$ cat config.mk
export PLATFORM = sky130hd
export DESIGN_NAME = alu_rr_arbiter
export DESIGN_NICKNAME = d
export VERILOG_FILES = /design/src/rtl/alu_pkg.sv /design/src/rtl/rr_pick.sv /design/src/rtl/alu_rr_arbiter.sv
export SDC_FILE = /design/constraint.sdc
export NUM_CORES = 1
export LEC_CHECK = 0
export ABC_AREA = 1
export BUFFER_PORTS_ARGS = -buffer_cell sky130_fd_sc_hd__clkbuf_2
export CELL_PAD_IN_SITES_DETAIL_PLACEMENT = 1
export CELL_PAD_IN_SITES_GLOBAL_PLACEMENT = 2
export CORE_MARGIN = 5
export CORE_UTILIZATION = 22
export CTS_CLUSTER_SIZE = 16
export DETAILED_ROUTE_END_ITERATION = 8
export PLACE_DENSITY_LB_ADDON = 0.1
export SETUP_SLACK_MARGIN = 0.5
export SLEW_MARGIN = 30
export SYNTH_ARGS = -nofsm -noshare
export SYNTH_HDL_FRONTEND = slang
export SYNTH_HIERARCHICAL = 1
export SYNTH_SLANG_ARGS = --single-unit
$ cat constraint.sdc
create_clock -name clk -period 2.8 [get_ports clk]
set_clock_uncertainty 0.15 [all_clocks]
set_input_delay 0.84 -clock clk [delete_from_list [all_inputs] [get_ports clk]]
set_output_delay 0.84 -clock clk [all_outputs]
set_load 0.005 [all_outputs]
$ cat src/rtl/alu_pkg.sv
// Shared ALU definitions: command encodings, NZCV bit positions and the
// rule for which commands are allowed to write the C and V flags.
package alu_pkg;

  localparam logic [3:0] AND = 4'b0000;
  localparam logic [3:0] EOR = 4'b0001;
  localparam logic [3:0] SUB = 4'b0010;
  localparam logic [3:0] RSB = 4'b0011;
  localparam logic [3:0] ADD = 4'b0100;
  localparam logic [3:0] ADC = 4'b0101;
  localparam logic [3:0] SBC = 4'b0110;
  localparam logic [3:0] CMP = 4'b0111;
  localparam logic [3:0] ORR = 4'b1100;

  localparam int FLAG_N = 3;
  localparam int FLAG_Z = 2;
  localparam int FLAG_C = 1;
  localparam int FLAG_V = 0;

  // Commands whose carry/overflow outputs are architecturally meaningful.
  function automatic logic cv_write(input logic [3:0] cmd);
    logic hit;
    case (cmd)
      AND, EOR, SUB, RSB, CMP: hit = 1'b1;
      default:                 hit = 1'b0;
    endcase
    return hit;
  endfunction

endpackage

$ cat src/rtl/rr_pick.sv
// Combinational round-robin priority picker: first set request at or after
// ptr (wrapping), returned both one-hot and as an index.
module rr_pick #(
  parameter int N  = 4,
  parameter int IW = (N > 1) ? $clog2(N) : 1
) (
  input  logic [N-1:0]  req,
  input  logic [IW-1:0] ptr,
  output logic [N-1:0]  gnt,
  output logic [IW-1:0] gnt_idx
);

  // Scan from the farthest offset down so the nearest hit to ptr wins.
  always_comb begin
    logic [IW-1:0] idx;
    gnt_idx = '0;
    for (int k = N - 1; k >= 0; k--) begin
      idx     = IW'((int'(ptr) + k) % N);
      gnt_idx = req[idx] ? idx : gnt_idx;
    end
    gnt = (|req) ? (N'(1) << gnt_idx) : '0;
  end

endmodule

$ cat src/rtl/alu_rr_arbiter.sv
// Shares one combinational ALU between N_REQ requesters: round-robin issue,
// two-stage pipeline and one NZCV register per requester.
module alu_rr_arbiter
  import alu_pkg::*;
#(
  parameter int N_REQ = 4,
  parameter int WIDTH = 32
) (
  input  logic                        clk,
  input  logic                        reset,
  input  logic [N_REQ-1:0]            req_valid,
  output logic [N_REQ-1:0]            req_ready,
  input  logic [N_REQ-1:0]            req_alu_op,
  input  logic [N_REQ-1:0]            req_s,
  input  logic [N_REQ-1:0][3:0]       req_cmd,
  input  logic [N_REQ-1:0][WIDTH-1:0] req_a,
  input  logic [N_REQ-1:0][WIDTH-1:0] req_b,
  output logic [WIDTH-1:0]            alu_a,
  output logic [WIDTH-1:0]            alu_b,
  output logic [3:0]                  alu_control,
  input  logic [WIDTH-1:0]            alu_result,
  input  logic [3:0]                  alu_nzcv,
  output logic [N_REQ-1:0]            rsp_valid,
  output logic [WIDTH-1:0]            rsp_result,
  output logic [N_REQ-1:0][3:0]       rsp_flags
);

  localparam int IW = $clog2(N_REQ);

  logic [IW-1:0]    ptr_r;
  logic [N_REQ-1:0] gnt_s;
  logic [IW-1:0]    gnt_idx_s;
  logic             hs_s;

  logic             v1_r;
  logic             s1_op_r;
  logic             s1_s_r;
  logic [3:0]       s1_cmd_r;
  logic [IW-1:0]    s1_own_r;

  logic             nz_we_s;
  logic             cv_we_s;
  logic [3:0]       flag_cur_s;
  logic [3:0]       flag_next_s;

  rr_pick #(.N(N_REQ), .IW(IW)) u_pick (
    .req     (req_valid),
    .ptr     (ptr_r),
    .gnt     (gnt_s),
    .gnt_idx (gnt_idx_s)
  );

  assign req_ready = gnt_s;
  assign hs_s      = |gnt_s;

  // Pointer advance and issue stage: capture the granted request.
  always_ff @(posedge clk or negedge reset) begin
    if (!reset) begin
      ptr_r       <= '0;
      v1_r        <= 1'b0;
      alu_a       <= '0;
      alu_b       <= '0;
      alu_control <= 4'b0000;
      s1_op_r     <= 1'b0;
      s1_s_r      <= 1'b0;
      s1_cmd_r    <= 4'b0000;
      s1_own_r    <= '0;
    end else begin
      v1_r <= hs_s;
      if (hs_s) begin
        ptr_r       <= (gnt_idx_s == IW'(N_REQ - 1)) ? '0 : gnt_idx_s + IW'(1);
        alu_a       <= req_a[gnt_idx_s];
        alu_b       <= req_b[gnt_idx_s];
        alu_control <= req_alu_op[gnt_idx_s] ? req_cmd[gnt_idx_s] : ADD;
        s1_op_r     <= req_alu_op[gnt_idx_s];
        s1_s_r      <= req_s[gnt_idx_s];
        s1_cmd_r    <= req_cmd[gnt_idx_s];
        s1_own_r    <= gnt_idx_s;
      end
    end
  end

  // Address adds (alu_op=0) never touch flags, even with s set.
  always_comb begin
    nz_we_s     = s1_s_r & s1_op_r;
    cv_we_s     = nz_we_s & cv_write(s1_cmd_r);
    flag_cur_s  = rsp_flags[s1_own_r];
    flag_next_s = {nz_we_s ? alu_nzcv[3:2] : flag_cur_s[3:2],
                   cv_we_s ? alu_nzcv[1:0] : flag_cur_s[1:0]};
  end

  // Response stage: return the result and commit the owner's flags.
  always_ff @(posedge clk or negedge reset) begin
    if (!reset) begin
      rsp_valid  <= '0;
      rsp_result <= '0;
      rsp_flags  <= '0;
    end else begin
      rsp_valid <= v1_r ? (N_REQ'(1) << s1_own_r) : '0;
      if (v1_r) begin
        rsp_result          <= alu_result;
        rsp_flags[s1_own_r] <= flag_next_s;
      end
    end
  end

endmodule

==> metrics.md <==
| Metric | Value |
|---|---|
| Status | `finished, violations left` |
| Failing checks | `setup timing` |
| Unrepaired setup endpoints after global routing | `yes` |
| Critical Path RT | `1.81 ns` |
| GPL Wtd Cong | `approximately 0.80` |
| Mapped Area | `about 7500 um2` |
| Share of cells above drive strength 1 | `about two fifths` |
| Top Ports | `between 400 and 500` |
| Max Slew Vio Count | `0` |
| Routed WL | `about 37000 um` |
| I/O Buffers | `about 450` |
| Vias in the first global route | `~9500` |
| Worst Tran Pin Value | `0.662 ns` |
| Worst vdd ir | `roughly 0.00089 V` |
| Most common cell after layout, fill and taps aside | `clkbuf_2` |
| Total grt overflow | `0` |
| Pwr/cell area | `1790 nW/um2` |
| CTS sink cnt | `~130` |
| Final Hold Viols | `0` |
| DRT Pass-1 Iters | `4` |
| Setup crit end kind | `output pin` |
| Largest net degree at the start of global routing | `57` |
| Seq/Total Area, Yosys | `around 43%` |
| First-pass GRT wire length | `between 50000 and 60000 um` |
| Yosys cell types | `30` |
| Final routed DRC violation total | `0` |
| Max-Cap Viols | `0` |
| GRT Overall Usage | `about a fifth` |
| Syn Inst Count | `between 1000 and 1500` |
| Row count | `67` |
| Die ar. | `38100 um2` |
| Maximum root-to-sink buffer count | `2` |
| Final antenna-violating net count | `0` |
| Leak pwr | `between 0.006 and 0.007 uW` |
| Post-cts hold buffer count | `0` |
| DR vias/cell | `between 4 and 5` |
| Initial antenna violation count | `10` |
| Commonest non-fill, non-tap cells in the layout | `clkbuf_2 (442), nand2_1 (376), nor2_1 (166)` |
| Nets | `about 1900` |
| Worst Hold Class | `in2async` |
| Final HPWL DP | `~30000 um` |
| Drt initial violations | `253` |
| # H-tree levels | `4` |
| Clk_lat worst skew | `between 0.4 and 0.5 ns` |
| Final period util | `103%` |
| Clock transition at path regs | `about 0.060 ns` |
| Final setup vio count | `4` |
| Yosys warnings | `6` |
| WL/cell | `about 19 um` |
| Post-synthesis register bit count | `approximately 130` |
| Die width | `approximately 200 um` |
| DP Worst Slack | `-0.185 ns` |
| Fin cells | `between 2000 and 2500` |
| Initial Util | `between 20% and 30%` |
| CP Class | `in2out` |
| Clock root buffer | `clkbuf_16` |
| Area grow syn2layout | `57.8%` |
| Via count | `between 8000 and 9000` |
| Synthesized area per cell | `6.97 um2` |
| Number of CTS-inserted buffers | `17` |
| Slew margin rel. | `between 50% and 60%` |
| Crit path setup slack, layout | `-0.0862 ns` |
| Dpl cells | `between 1500 and 2000` |
| Critical path arrival | `1.90 ns` |
| Startpoint types | `primary input` |
| Syn Nets | `between 1000 and 1500` |
| Die H | `about 200 um` |
| Period minus WS final | `approximately 2.9 ns` |
| Peak Freq | `~0.35 GHz` |
| CTS tree | `built` |
| Max FO, Critical Path | `3` |
| Core footprint | `about 34000 um2` |
-- final timing paths --
check	cells past startpoint	startpoint	endpoint	slack, ns
max in group asynchronous	2	reset	alu_a[25]$_DFFE_PN0P_	1.66
hold / removal	1	reset	rsp_result[6]$_DFFE_PN0P_	0.18
setup / recovery	9	req_valid[1]	req_ready[1]	-0.09
setup reg to reg	17	ptr_r[0]$_DFFE_PN0P_	alu_a[19]$_DFFE_PN0P_	0.19
hold reg to reg	2	alu_b[10]$_DFFE_PN0P_	alu_b[10]$_DFFE_PN0P_	0.32
min in group clk	2	alu_b[10]$_DFFE_PN0P_	alu_b[10]$_DFFE_PN0P_	0.32
-- flip-flops by register name (all words and copies together) (netlist names) --
name,cells
s1_own_r,2
ptr_r,2
alu_a,32
v1_r,1
s1_op_r,1
alu_b,32
rsp_flags,16
rsp_result,32
rsp_valid,4
alu_control,4
s1_cmd_r,4
s1_s_r,1
-- metal layers --
metal | wire [um] | track usage (%) | share of wire (%)
met1 | 15600 | 23.6 | 42
met2 | 18900 | 33.2 | 50
met3 | 2410 | 5.64 | 6.4
met4 | 518 | 4.11 | 1.4
met5 | 82 | 0 | 0.22
-- through the flow --
step	utilization (%)	TNS, ns	cell area [um2]	hold WS (ns)	total power (uW)
detailed placement	31.9	-9.19	10700	0.307	17500
floorplan	-	0	7790	0.292	12300
global route	35.3	-0.727	11900	0.199	23400
global placement	31.9	-6.76	10700	0.302	17300
finish	35.3	-0.264	11900	0.184	21200
CTS	35.1	-0.305	11800	0.183	21500
-- power by group --
part	total, uW	switching (uW)	internal (uW)
combinational	15200	8650	6540
sequential	3600	595	3010
clock	2440	939	1500
total	21200	10200	11100
-- Yosys cell counts, drive strengths merged --
cell | n | area share, %
a21oi | 1 | 0.22
clkbuf | 21 | 1.1
buf | 49 | 3.9
clkinv | 1 | 0.066
nor2 | 172 | 8.6
nand3b | 2 | 0.20
nor3 | 2 | 0.35
nand3 | 35 | 2.4
o31ai | 1 | 0.10
dfrtp | 131 | 43
ha | 1 | 0.17
inv | 57 | 2.8
o21a | 1 | 0.10
o21ai | 135 | 9.0
o211ai | 70 | 7.0
or2 | 2 | 0.17
and2 | 1 | 0.083
nand4 | 1 | 0.083
nand2 | 397 | 20
a21boi | 1 | 0.10
-- what timing repair did --
item | 4_1_cts | 5_1_grt
pin swaps | 15 | 3
gates cloned | 6 | 1
setup buffers | 7 | 2
resized for setup | 49 | 7
endpoints found under the setup margin | 82 | 83
-- worst max-delay path: stages --
cell and delay, ns:
clkbuf_8 0.13, inv_12 0.03, o21ai_4 0.16, buf_6 0.12
a21boi_4 0.05, a21oi_4 0.24, inv_4 0.08, nor2_4 0.12
clkbuf_2 0.12
-- logic make-up (layout without fill, tap and decap cells) --
group / Yosys count / in the layout / synth area share [%]
buffers and inverters: 128 / 600 / 7.84
other: 0 / 5 / 0
flip-flops: 131 / 131 / 43.5
AND/OR/NAND/NOR: 612 / 612 / 32.0
adder cells (fa/ha/maj): 1 / 1 / 0.166
AO/OA/AOI/OAI: 209 / 209 / 16.5
-- layout make-up --
cell class,instances,area (um2)
Fill cell,4280,21800
Multi-Input combinational cell,822,3870
Clock buffer,17,425
Tap cell,448,561
Clock inverter,14,203
Sequential cell,131,3280
Antenna cell,5,12.5
Timing Repair Buffer,511,3250
Inverter,58,293
Power figures use the tool's default switching activity.
